File: src/rtl/cpu_run_ctrl.sv
// cpu_run_ctrl: run-control / debug front end for the cpu.
// Debounces the pause and step buttons, runs the RUN/HALT/STEPP control FSM
// that drives the cpu PAUSE/STEP inputs, handles a one-shot PC breakpoint, and
// records data-memory writes in a small overwrite-oldest trace FIFO.
//
// Trace read handshake: the head entry is valid whenever TRACE_EMPTY is low
// (first-word fall-through on TRACE_ADDR/TRACE_DATA). A TRACE_POP seen while
// TRACE_EMPTY is low consumes the head at that clock edge. A TRACE_POP while
// empty is ignored. The writer side (cpuout_memupdate) is never back-pressured.
// When the FIFO is full, a push without a pop drops the oldest entry instead.
`timescale 1ns/1ps
module cpu_run_ctrl #(
  parameter int DEB_CYCLES  = 250000,
  parameter int DEB_W       = 18,
  parameter int TRACE_DEPTH = 8,
  parameter int TRACE_AW    = 3
) (
  input  logic                CLK,
  input  logic                RST_N,
  input  logic                BTN_PAUSE,
  input  logic                BTN_STEP,
  input  logic                BRK_EN,
  input  logic [7:0]          BRK_PC,
  input  logic [7:0]          cpuout_PC,
  input  logic                cpuout_memupdate,
  input  logic [7:0]          cpuout_memaddr,
  input  logic [15:0]         cpuout_memdata,
  input  logic                TRACE_POP,
  output logic                PAUSE,
  output logic                STEP,
  output logic                BRK_HIT,
  output logic                TRACE_EMPTY,
  output logic [7:0]          TRACE_ADDR,
  output logic [15:0]         TRACE_DATA,
  output logic                TRACE_OVF,
  output logic [1:0]          o_dbg_state,
  output logic [TRACE_AW:0]   o_dbg_trace_cnt
);

  typedef enum logic [1:0] {
    ST_RUN   = 2'd0,
    ST_HALT  = 2'd1,
    ST_STEPP = 2'd2
  } state_t;

  localparam logic [DEB_W-1:0]  DEB_LAST = DEB_W'(DEB_CYCLES - 1);
  localparam logic [TRACE_AW:0] CNT_FULL = (TRACE_AW + 1)'(TRACE_DEPTH);

  // ---------------------------------------------------------------------------
  // Button conditioning. Index 0 = pause button, index 1 = step button.
  // ---------------------------------------------------------------------------
  logic [1:0]            w_btn_raw;
  logic [1:0]            r_sync1;
  logic [1:0]            r_sync2;
  logic [1:0]            r_deb;
  logic [1:0]            r_press;
  logic [1:0][DEB_W-1:0] r_deb_cnt;
  logic                  w_pause_press;
  logic                  w_step_press;

  assign w_btn_raw = {BTN_STEP, BTN_PAUSE};

  // Two-flop synchroniser, then a debouncer that flips the level once the
  // synced input has disagreed with it for DEB_CYCLES consecutive samples.
  // The press strobe is raised in the same edge that the level rises.
  always_ff @(posedge CLK or negedge RST_N) begin
    if (!RST_N) begin
      r_sync1   <= '0;
      r_sync2   <= '0;
      r_deb     <= '0;
      r_press   <= '0;
      r_deb_cnt <= '0;
    end else begin
      r_sync1 <= w_btn_raw;
      r_sync2 <= r_sync1;
      for (int i = 0; i < 2; i++) begin
        r_press[i] <= 1'b0;
        if (r_sync2[i] == r_deb[i]) begin
          r_deb_cnt[i] <= '0;
        end else if (r_deb_cnt[i] == DEB_LAST) begin
          r_deb_cnt[i] <= '0;
          r_deb[i]     <= r_sync2[i];
          r_press[i]   <= r_sync2[i];
        end else begin
          r_deb_cnt[i] <= r_deb_cnt[i] + 1'b1;
        end
      end
    end
  end

  assign w_pause_press = r_press[0];
  assign w_step_press  = r_press[1];

  // ---------------------------------------------------------------------------
  // Run-control FSM with breakpoint.
  // ---------------------------------------------------------------------------
  state_t r_state;
  state_t w_state_nxt;
  logic   r_pause;
  logic   r_step;
  logic   r_brk_hit;
  logic   r_brk_armed;
  logic   w_brk_match;
  logic   w_brk_take;
  logic   w_resume;
  logic   w_pause_nxt;
  logic   w_step_nxt;
  logic   w_brk_hit_nxt;
  logic   w_brk_armed_nxt;

  assign w_brk_match = BRK_EN & r_brk_armed & (cpuout_PC == BRK_PC);

  // State and registered control outputs.
  always_ff @(posedge CLK or negedge RST_N) begin
    if (!RST_N) begin
      r_state     <= ST_RUN;
      r_pause     <= 1'b0;
      r_step      <= 1'b0;
      r_brk_hit   <= 1'b0;
      r_brk_armed <= 1'b1;
    end else begin
      r_state     <= w_state_nxt;
      r_pause     <= w_pause_nxt;
      r_step      <= w_step_nxt;
      r_brk_hit   <= w_brk_hit_nxt;
      r_brk_armed <= w_brk_armed_nxt;
    end
  end

  // Next-state: breakpoint and pause share the RUN->HALT arc; in HALT a pause
  // press beats a same-cycle step press; STEPP always lasts one cycle.
  always_comb begin
    w_state_nxt = r_state;
    w_brk_take  = 1'b0;
    w_resume    = 1'b0;
    case (r_state)
      ST_RUN: begin
        if (w_brk_match) begin
          w_state_nxt = ST_HALT;
          w_brk_take  = 1'b1;
        end else if (w_pause_press) begin
          w_state_nxt = ST_HALT;
        end
      end
      ST_HALT: begin
        if (w_pause_press) begin
          w_state_nxt = ST_RUN;
          w_resume    = 1'b1;
        end else if (w_step_press) begin
          w_state_nxt = ST_STEPP;
        end
      end
      ST_STEPP: begin
        w_state_nxt = ST_HALT;
      end
      default: begin
        w_state_nxt = ST_RUN;
      end
    endcase
  end

  // Output decode of the next state, plus breakpoint flag and re-arm logic.
  // Re-arming wins over the resume disarm, so resuming away from BRK_PC is armed.
  always_comb begin
    w_pause_nxt   = (w_state_nxt != ST_RUN);
    w_step_nxt    = (w_state_nxt == ST_STEPP);
    w_brk_hit_nxt = r_brk_hit;
    if (w_brk_take) begin
      w_brk_hit_nxt = 1'b1;
    end else if (w_resume) begin
      w_brk_hit_nxt = 1'b0;
    end
    w_brk_armed_nxt = r_brk_armed;
    if (!BRK_EN || (cpuout_PC != BRK_PC)) begin
      w_brk_armed_nxt = 1'b1;
    end else if (w_resume) begin
      w_brk_armed_nxt = 1'b0;
    end
  end

  assign PAUSE       = r_pause;
  assign STEP        = r_step;
  assign BRK_HIT     = r_brk_hit;
  assign o_dbg_state = r_state;

  // ---------------------------------------------------------------------------
  // Trace FIFO.
  // ---------------------------------------------------------------------------
  logic                r_mu_prev;
  logic [TRACE_AW-1:0] r_wr_ptr;
  logic [TRACE_AW-1:0] r_rd_ptr;
  logic [TRACE_AW:0]   r_cnt;
  logic                r_ovf;
  logic [7:0]          r_mem_addr [TRACE_DEPTH];
  logic [15:0]         r_mem_data [TRACE_DEPTH];
  logic                w_push;
  logic                w_pop;
  logic                w_empty;
  logic                w_full;

  assign w_push  = cpuout_memupdate & ~r_mu_prev;
  assign w_empty = (r_cnt == '0);
  assign w_full  = (r_cnt == CNT_FULL);
  assign w_pop   = TRACE_POP & ~w_empty;

  // Pointers, occupancy and sticky overflow. A push into a full FIFO without a
  // pop pushes the read pointer along so the oldest entry is lost.
  always_ff @(posedge CLK or negedge RST_N) begin
    if (!RST_N) begin
      r_mu_prev <= 1'b0;
      r_wr_ptr  <= '0;
      r_rd_ptr  <= '0;
      r_cnt     <= '0;
      r_ovf     <= 1'b0;
    end else begin
      r_mu_prev <= cpuout_memupdate;
      if (w_push) begin
        r_wr_ptr <= r_wr_ptr + 1'b1;
      end
      if (w_pop || (w_push && w_full)) begin
        r_rd_ptr <= r_rd_ptr + 1'b1;
      end
      if (w_push && !w_pop && !w_full) begin
        r_cnt <= r_cnt + 1'b1;
      end else if (!w_push && w_pop) begin
        r_cnt <= r_cnt - 1'b1;
      end
      if (w_push && !w_pop && w_full) begin
        r_ovf <= 1'b1;
      end
    end
  end

  // Entry storage; contents are only observed through the empty gate below.
  always_ff @(posedge CLK) begin
    if (w_push) begin
      r_mem_addr[r_wr_ptr] <= cpuout_memaddr;
      r_mem_data[r_wr_ptr] <= cpuout_memdata;
    end
  end

  assign TRACE_EMPTY     = w_empty;
  assign TRACE_ADDR      = w_empty ? 8'h00 : r_mem_addr[r_rd_ptr];
  assign TRACE_DATA      = w_empty ? 16'h0000 : r_mem_data[r_rd_ptr];
  assign TRACE_OVF       = r_ovf;
  assign o_dbg_trace_cnt = r_cnt;

endmodule

File: config.mk
export PLATFORM = sky130hd
export DESIGN_NAME = cpu_run_ctrl
export DESIGN_NICKNAME = d
export VERILOG_FILES = /design/src/rtl/cpu_run_ctrl.sv
export SDC_FILE = /design/constraint.sdc
export NUM_CORES = 1
export LEC_CHECK = 0
export CAP_MARGIN = 20
export CORE_ASPECT_RATIO = 0.7
export CORE_MARGIN = 2
export CORE_UTILIZATION = 63
export DETAILED_ROUTE_END_ITERATION = 10
export DONT_BUFFER_PORTS = 1
export HOLD_SLACK_MARGIN = 0.12
export PLACE_DENSITY = 0.79
export SLEW_MARGIN = 20
export SYNTH_ARGS = -nofsm -noshare
export SYNTH_HDL_FRONTEND = slang
export SYNTH_SLANG_ARGS = --single-unit
File: constraint.sdc
create_clock -name CLK -period 4.6 [get_ports CLK]
set_input_delay 0.23 -clock CLK [delete_from_list [all_inputs] [get_ports CLK]]
set_output_delay 0.23 -clock CLK [all_outputs]
set_load 0.1 [all_outputs]
Yosys cells after proc, flatten, opt, wreduce, memory -nomap -nowiden
Memories as Yosys holds them, arrays and structs flattened.
Index checks and enable logic that the tools add are counted.
{ "totals": {"register_bits": 62, "out_inout_bits": 35, "mem_count": 2, "ram_bits": 192, "romBits": 0, "input_bits": 47, "latch_bits": 0, "elab_cells": 88} }
{ "mem_list": {"columns": ["memory", "depth", "word_bits", "read_ports", "rd_ports_with_merged_regs", "write_ports", "line_no", "text"], "rows": [
  ["r_mem_data", 8, 16, 1, 0, 1, "195", "logic [15:0] r_mem_data [TRACE_DEPTH];"],
  ["r_mem_addr", 8, 8, 1, 0, 1, "194", "logic [7:0] r_mem_addr [TRACE_DEPTH];"]
]} }
{ "op_classes": {"magnitude_cmp": 0, "mul": 0, "n_eq_ne": 10, "reduce_logical": 19, "div_mod_pow": 0, "bitwise": 8, "muxes": 26, "n_shift": 0, "n_addsub": 6} }
{ "ops": {"columns": ["cell", "count"], "rows": [
  ["$mux 18", 4],
  ["$add 18x1->18 const B", 2],
  ["$eq 18x18->1 const B", 2],
  ["$mux 16", 1],
  ["$mux 1", 13],
  ["$eq 8x8->1", 1],
  ["$mux 2", 4],
  ["$mux 4", 2],
  ["$mux 8", 1],
  ["$ne 8x8->1", 1],
  ["$reduce_bool 2->1", 4],
  ["$add 3x1->3 const B", 2],
  ["$pmux 2 s3", 1],
  ["$logic_and 1x1->1", 5],
  ["$add 4x1->4 const B", 1],
  ["$and 1x1->1", 4],
  ["$eq 2x2->1 const B", 2],
  ["$eq 4x4->1 const B", 1],
  ["$logic_not 1->1", 4],
  ["$logic_not 4->1", 1],
  ["$not 1->1", 4],
  ["$reduce_and 2->1", 2],
  ["$sub 4x1->4 const B", 1],
  ["$eq 1x1->1", 2],
  ["3 further kinds", 4]
]} }

Longest topological paths before layout
Gate-level depths: netlist (run 1).
{ "depth": {"word_depth": 7, "mapped_depth": 7, "mapped_depth_nobuf": 7} }

Worst setup path after synthesis (run 1)
OpenSTA, ideal clock, no wires.
{ "synth_path": {"path_type": "reg2reg", "start": "reg r_mu_prev", "end": "mem r_mem_addr[0][0] (enable)", "n_path_buf": 1, "t_arrival_ns": 2.968, "path_stages_with_launch": 4, "period_less_slack_ns": 3.434, "setup_time_ns": 0.466, "setup_slack_ns": 1.166, "required_ns": 4.134, "path_cell_list": "dfrtp_1 nand2b_1 buf_2 nor4_1"} }
{ "synth_via": {"elab_chain_cells": 4} }
{ "synth_lines": {"columns": ["item", "line_no", "text"], "rows": [
  ["start: declaration", "189", "logic r_mu_prev;"],
  ["start signal: assignment", "216", "r_mu_prev <= cpuout_memupdate;"],
  ["$not 1->1", "201", "assign w_push = cpuout_memupdate & ~r_mu_prev;"],
  ["$and 1x1->1", "201", null],
  ["$mux 1", "236", "if (w_push) begin"],
  ["$mux 1 (not written as such)", "237", "r_mem_addr[r_wr_ptr] <= cpuout_memaddr;"],
  ["end: declaration", "194", null]
]} }
No other way between the ends.

Worst setup path in the final report (run 1)
{ "layout_path": {"start": "reg r_cnt[0], in the netlist o_dbg_trace_cnt[0]", "end": "out TRACE_DATA[5]"} }
{ "layout_via": {"elab_chain_cells": 2} }
{ "layout_lines": {"columns": ["item", "line_no", "text"], "rows": [
  ["start: declaration", "192", "logic [TRACE_AW:0] r_cnt;"],
  ["start signal: assignment", "224", "r_cnt <= r_cnt + 1'b1;"],
  ["start signal: assignment", "226", "r_cnt <= r_cnt - 1'b1;"],
  ["$logic_not 4->1", "202", "assign w_empty = (r_cnt == '0);"],
  ["$mux 16", "244", "assign TRACE_DATA = w_empty ? 16'h0000 : r_mem_data[r_rd_ptr];"],
  ["end: declaration", "34", "output logic [15:0] TRACE_DATA,"]
]} }
No other way between the ends.

==> out/results.txt, run 1 <==
Critical Path Source Type: flip-flop
critical register-to-register path endpoint: o_dbg_trace_cnt[3]
leading post-synthesis cells by instance count: 192 x edfxtp_1, 61 x dfrtp_1, 59 x nor2_1, 48 x mux4_2
total grt overflow: 0
top post-synthesis cells by area: edfxtp_1 55%, dfrtp_1 15%, mux4_2 10%, mux2i_1 2.3%, nor2_1 2.1%
post-synthesis cell type with the largest combined area: edfxtp_1
floorplan core area: 16250 µm²
setup repair after global routing missed its margin: false
residual antenna-violating net count after detailed routing: 0
number of input and output port buffers inserted: 0
Worst R2R Setup Slack: 1200 ps
HPWL Detailed: 11610 µm
total global routing track utilization: 25.25%
outcome: completed
Worst Path Max Fanout: 26
final worst clock skew: 12.10 ps
Worst-Margin Slew: 1083 ps
number of standard cells after synthesis: 602
worst min-delay path category: primary input to flip-flop
count of synthesis-stage warnings from yosys: 0
Die Area: 17560 µm²
Residual DRC: 0
f_max: 0.2761 GHz
drt first-iter violations: 504
share of the synthesized area in the top cell type: 55.46%
number of iterations in the first detailed-routing pass: 5
post-DR wirelength/cell: 22.97 µm
first-pass GRT wire length: 33350 µm
largest buffer count on any clock path: 3
final critical delay including setup and external delays: 3622 ps
number of global-route vias before repair: 5877
clock root cell: clkbuf_16
clock slew seen by the registers of the worst setup and hold paths: 70 ps
Ports: 82
Mapped Nets: 656
clock sink count: 254
most repeated cell in the gate-level netlist after synthesis: edfxtp_1
die width: 157.5 µm
CTS tree: done
count of cell types in the netlist: 56
per-cell via count in the routed design: 6.226
height of the die: 111.5 µm
H-Tree Depth: 1
clock network latency to the later pin of the worst-skew pair: 500 ps
layout cells sized above 1: 22.78%
Leak: 4.147 nW
worst hold path depth: 4
mapped cell area: 10400 µm²
initial cell density of the core: 63.98%
ys async rst share: 24.41%
number of nets in the finished design: 714
share of the clock period used by the worst path after layout: 78.75%
accumulated negative setup slack: 0 ps
remaining max-slew budget at the tightest pin: 27.70%
CP max stage delay: 1060 ps
r2r startpoint: o_dbg_trace_cnt[0]
Final Hold Violating Endpoints: 0
pin count of the biggest net entering global routing: 63
CP max-delay cell: dfrtp_1
peak supply drop: 0.5313 mV
total count of max-transition violations in the final report: 0
average size of a mapped cell: 17.27 µm²
sequential element share of the synthesized area: 70.39%
gate family responsible for the most delay along the worst path: simple AND/OR/NAND/NOR gates
number of enable-type register cells in the synthesized netlist: 192
# rows: 39
Pwr Density: 664.4 nW/µm²
kind of end point of the critical path: output port
growth of design area from synthesis to finish: 14.96%
max-capacitance violation count: 0
CP Data Required Time: 4370 ps
endpoint of the worst hold path: PAUSE
R2R cell count: 7
total power of the final layout: 0.007940 W
final setup fails: 0
initial antenna violation count: 3
cell chain of the critical path: or3_1, nand2b_1, inv_2, nor2_2
count of vias placed by the detailed router: 5616
worst path buffer plus inverter count: 1
register bit count reported by yosys: 254
number of CTS-inserted buffers: 23
wire length reported by the detailed router: 20720 µm
kind of critical path: flip-flop to output port
weighted congestion reported at the end of routability-driven placement: 0.8660
hold path startpoint: cpuout_PC[5]
CP arrival: 3390 ps
Post-synth top flop: edfxtp_1
-- worst max path at each step --
stage,startpoint,endpoint,cells past startpoint
2_1_floorplan,r_mu_prev,r_mem_addr[0][0],3
3_3_place_gp,o_dbg_trace_cnt[0],o_dbg_trace_cnt[3],7
3_5_place_dp,o_dbg_trace_cnt[0],o_dbg_trace_cnt[3],7
4_1_cts,o_dbg_trace_cnt[0],TRACE_DATA[8],4
5_1_grt,o_dbg_trace_cnt[0],TRACE_DATA[8],4
6_report,o_dbg_trace_cnt[0],TRACE_DATA[5],4
-- per-layer routing --
layer | routed length [µm] | global-route usage (%) | share of wire [%] | up-vias
met5 | 27 | 0 | 0.13 | -
met4 | 598 | 8.121 | 2.9 | 4
met3 | 1272 | 4.243 | 6.1 | 47
met2 | 10190 | 40.06 | 49 | 212
met1 | 8630 | 36.77 | 42 | 2883
li1 | - | - | - | 2470
-- worst register-to-register path: cells and delay by family (launching register included) --
| family | cells | cell delay, ps |
|---|---|---|
| flops | 1 | 800 |
| compound gates | 3 | 780 |
| simple gates | 3 | 1420 |
| fa+ha+maj | 1 | 310 |
-- layout by cell type (no fill, tap or decap), drive strengths merged, types with 22 or more instances in the layout --
cell,Yosys,final
xnor2,23,23
dlygate4sd3,0,32
nand2,24,24
clkbuf,6,24
edfxtp,192,192
mux4,48,48
dfrtp,61,61
nor2,59,59
buf,15,22
mux2i,24,24
-- per-stage QoR --
step | area, µm² | hold slack (ps) | utilization, % | worst slack [ps] | instances
floorplan | 10400 | -65.59 | - | 1166 | 602
global placement | 10830 | -62.30 | 66.65 | 1432 | 827
detailed placement | 10830 | -62.43 | 66.65 | 1308 | 827
CTS | 11940 | 151.2 | 73.50 | 925.4 | 901
global route | 11950 | 238.9 | 73.54 | 828.3 | 901
finish | 11950 | 160.7 | 73.55 | 977.7 | 902
-- report_power, final --
part | leakage (nW) | internal [W] | switching, W
Clock | 0.367 | 0.00114 | 0.000807
Combinational | 1.24 | 0.000799 | 0.00208
Sequential | 2.54 | 0.00265 | 0.000473
-- cell families after synthesis --
kind of cell / after synthesis / share of synthesized area [%]
simple gates: 162 / 8.220
xor+xnor: 40 / 3.370
mux: 77 / 13.29
compound gates: 35 / 2.600
fa+ha+maj: 7 / 0.9147
buf+inv: 27 / 1.216
flops: 254 / 70.39
-- flip-flops by register name, summed over array words and instances, names as in the netlist, 2 cells and up --
register and count:
r_mem_data 128, r_mem_addr 64, r_deb_cnt 36, o_dbg_trace_cnt 4, r_rd_ptr 3, r_wr_ptr 3
o_dbg_state 2, r_deb 2, r_press 2, r_sync1 2, r_sync2 2
-- layout make-up --
class	instances	area, µm²
well taps	225	281.5
flip-flops and latches	254	7323
inverters	6	22.52
clock buffers	24	579.3
clock inverters	17	185.2
diodes	1	2.502
multi-input cells	321	3052
repair buffers	54	505.5
fillers	953	4298
-- timing repair --
item / CTS / global route
hold buffers: 33 / 0
gates resized for setup: 0 / 0
hold endpoints to repair: 268 / 0
buffers inserted: 0 / 0
endpoints found under the setup margin: 0 / 0
Power figures use the tool's default switching activity.
==> inputs of run 2 (changes only) <==
ABC_AREA = 1   (was not set)
clock period = 3.8 ns   (was 4.6 ns; I/O delays follow)
==> run 2 against run 1 <==
Clock power rose by 11%. Core utilization fell by 0.71 points. Synthesized cell count rose by 69%. Critical path type is now primary input to flip-flop.
==> out/results.txt, run 2 <==
initial cell density of the core: 63.85%
Worst-Margin Slew: 1003 ps
number of instances resized during post-cts repair: 0
remaining max-slew budget at the tightest pin: 33.14%
count of vias placed by the detailed router: 7469
final worst clock skew: 13.70 ps
CP arrival: 3610 ps
CTS tree: done
antenna diode count: 0
residual antenna-violating net count after detailed routing: 0
number of global-route vias before repair: 7054
share of the synthesized area in the top cell type: 52.91%
Final Hold Violating Endpoints: 0
H-Tree Depth: 1
die width: 161.2 µm
# rows: 40
sequential element share of the synthesized area: 67.16%
worst hold slack: 220.6 ps
peak supply drop: 0.9655 mV
Residual DRC: 0
count of cell types in the netlist: 37
average size of a mapped cell: 10.71 µm²
f_max: 0.3162 GHz
HPWL Detailed: 12440 µm
Setup WS pre-CTS: 1322 ps
top post-synthesis cells by area: edfxtp_1 53%, dfrtp_1 14%, nor2_1 9.0%, o21ai_0 6.3%, nand2_1 3.3%
Layout fillers: 1113
per-cell via count in the routed design: 5.646
Worst Path Max Fanout: 2
clock root cell: clkbuf_16
ys async rst share: 24.41%
number of input and output port buffers inserted: 0
number of flip-flops in the largest register: 128
count of synthesis-stage warnings from yosys: 0
largest reg by FF count: r_mem_data
clock sink count: 254
first-pass GRT wire length: 35950 µm
Leak: 4.570 nW
most used cells in the layout excluding fill and tap cells: 230 x nor2_1, 192 x edfxtp_1, 138 x o21ai_0, 96 x nand2_1, 61 x inv_1
post-synthesis cell type with the largest combined area: edfxtp_1
CP Data Required Time: 4250 ps
leading post-synthesis cells by instance count: 262 x nor2_1, 192 x edfxtp_1, 138 x o21ai_0, 96 x nand2_1
leading registers by flop count: r_mem_data (128), r_mem_addr (64), r_deb_cnt (36)
drt first-iter violations: 847
outcome: completed
layout cells sized above 1: 11.54%
Pwr Density: 818.7 nW/µm²
worst min-delay path category: primary input to asynchronous set/reset pin
final setup fails: 0
number of iterations in the first detailed-routing pass: 5
kind of critical path: primary input to flip-flop
max-capacitance violation count: 0
total grt overflow: 0
Critical Path Source Type: primary input
Ports: 82
most common cell after layout, fill and taps aside: nor2_1
clock slew seen by the registers of the worst setup and hold paths: 70 ps
growth of design area from synthesis to finish: 14.08%
share of the clock period used by the worst path after layout: 83.23%
number of CTS-inserted buffers: 23
wire length reported by the detailed router: 22420 µm
setup repair after global routing missed its margin: false
number of enable-type register cells in the synthesized netlist: 192
kind of end point of the critical path: flip-flop
height of the die: 114.0 µm
Post-synth top flop: edfxtp_1
Die Area: 18380 µm²
number of standard cells after synthesis: 1017
Worst Slack Setup Final: 637.3 ps
post-DR wirelength/cell: 16.95 µm
pin count of the biggest net entering global routing: 99
floorplan core area: 17070 µm²
weighted congestion reported at the end of routability-driven placement: 0.8867
final critical delay including setup and external delays: 3163 ps
initial antenna violation count: 0
register bit count reported by yosys: 254
total global routing track utilization: 24.71%
largest buffer count on any clock path: 3
accumulated negative setup slack: 0 ps
most repeated cell in the gate-level netlist after synthesis: nor2_1
Mapped Nets: 1071
total count of max-transition violations in the final report: 0
number of nets in the finished design: 1133
clock network latency to the later pin of the worst-skew pair: 500 ps
mapped cell area: 10900 µm²
[run 2: changes by cell type after synthesis, moves of 13 or more]
cell	previous run	this run
mux2i_1	24	0
o21ai_0	4	138
nand2_1	24	96
nand3_1	10	23
xnor2_1	23	6
nor2_1	59	262
mux4_2	48	0
inv_1	5	61
o21ai_1	1	39
[run 2: where the power goes]
part	total, W	switching, W	internal [W]
logic	0.00466	0.00364	0.00101
clock network	0.00217	0.000942	0.00123
registers	0.00335	0.000171	0.00318
total	0.0102	0.00476	0.00542
[run 2: kinds of logic after synthesis]
logic type | Yosys count | share of synthesized area, %
AND/OR/NAND/NOR | 439 | 16.86
flip-flops | 254 | 67.16
XOR/XNOR | 26 | 2.090
buffers and inverters | 104 | 4.352
AO/OA/AOI/OAI | 187 | 8.669
adder cells (fa/ha/maj) | 7 | 0.8726
[run 2: final timing paths]
kind	slack [ps]	end	startpoint	cells after the start
hold reg to reg	350	r_sync2[0]	r_sync1[0]	0
setup reg to reg	1310	o_dbg_trace_cnt[3]	o_dbg_trace_cnt[2]	14
min in group CLK	240	r_sync1[1]	BTN_STEP	1
hold / removal	220	r_deb_cnt[13]	RST_N	2
setup / recovery	640	PAUSE	cpuout_PC[3]	12
max in group asynchronous	3250	r_brk_armed	RST_N	2
[run 2: layer usage]
layer,global-route usage (%),vias up,part of all wire (%)
met5,0,-,0
met4,7.440,0,2.4
met3,4.400,44,7.7
met2,37.85,288,45
met1,36.88,3560,45
li1,-,3577,-
[run 2: per-stage QoR]
step	area, µm²	utilization, %	instances	power, W
finish	12430	72.84	1323	0.01018
detailed placement	11350	66.52	1248	0.007955
global route	12430	72.84	1323	0.01065
global placement	11350	66.52	1248	0.007890
floorplan	10900	-	1017	0.007048
CTS	12430	72.84	1323	0.01019
[run 2: layout make-up]
| cell class | instances | area, µm² | share of cell area (%) |
|---|---|---|---|
| tap | 231 | 289.0 | 2.325 |
| inverter | 63 | 239.0 | 1.922 |
| multi-input combinational | 659 | 3184 | 25.62 |
| sequential | 254 | 7321 | 58.89 |
| timing repair buffer | 78 | 708.2 | 5.697 |
| clock buffer | 25 | 583.1 | 4.690 |
| clock inverter | 13 | 106.4 | 0.8556 |
[run 2: repair_timing]
item | in CTS | in global routing
hold buffers | 37 | 0
buffers inserted | 0 | 0
endpoints found under the hold margin | 272 | 0
[run 2: worst max-delay path: stages]
cell,delay [ps]
dlygate4sd3_1,550
xnor2_1,130
dlygate4sd3_1,560
nand2_1,40
dlygate4sd3_1,550
nor2_1,150
dlygate4sd3_1,600
nand3_1,60
dlygate4sd3_1,580
nand2_1,70
nand2_1,60
nand2_1,50
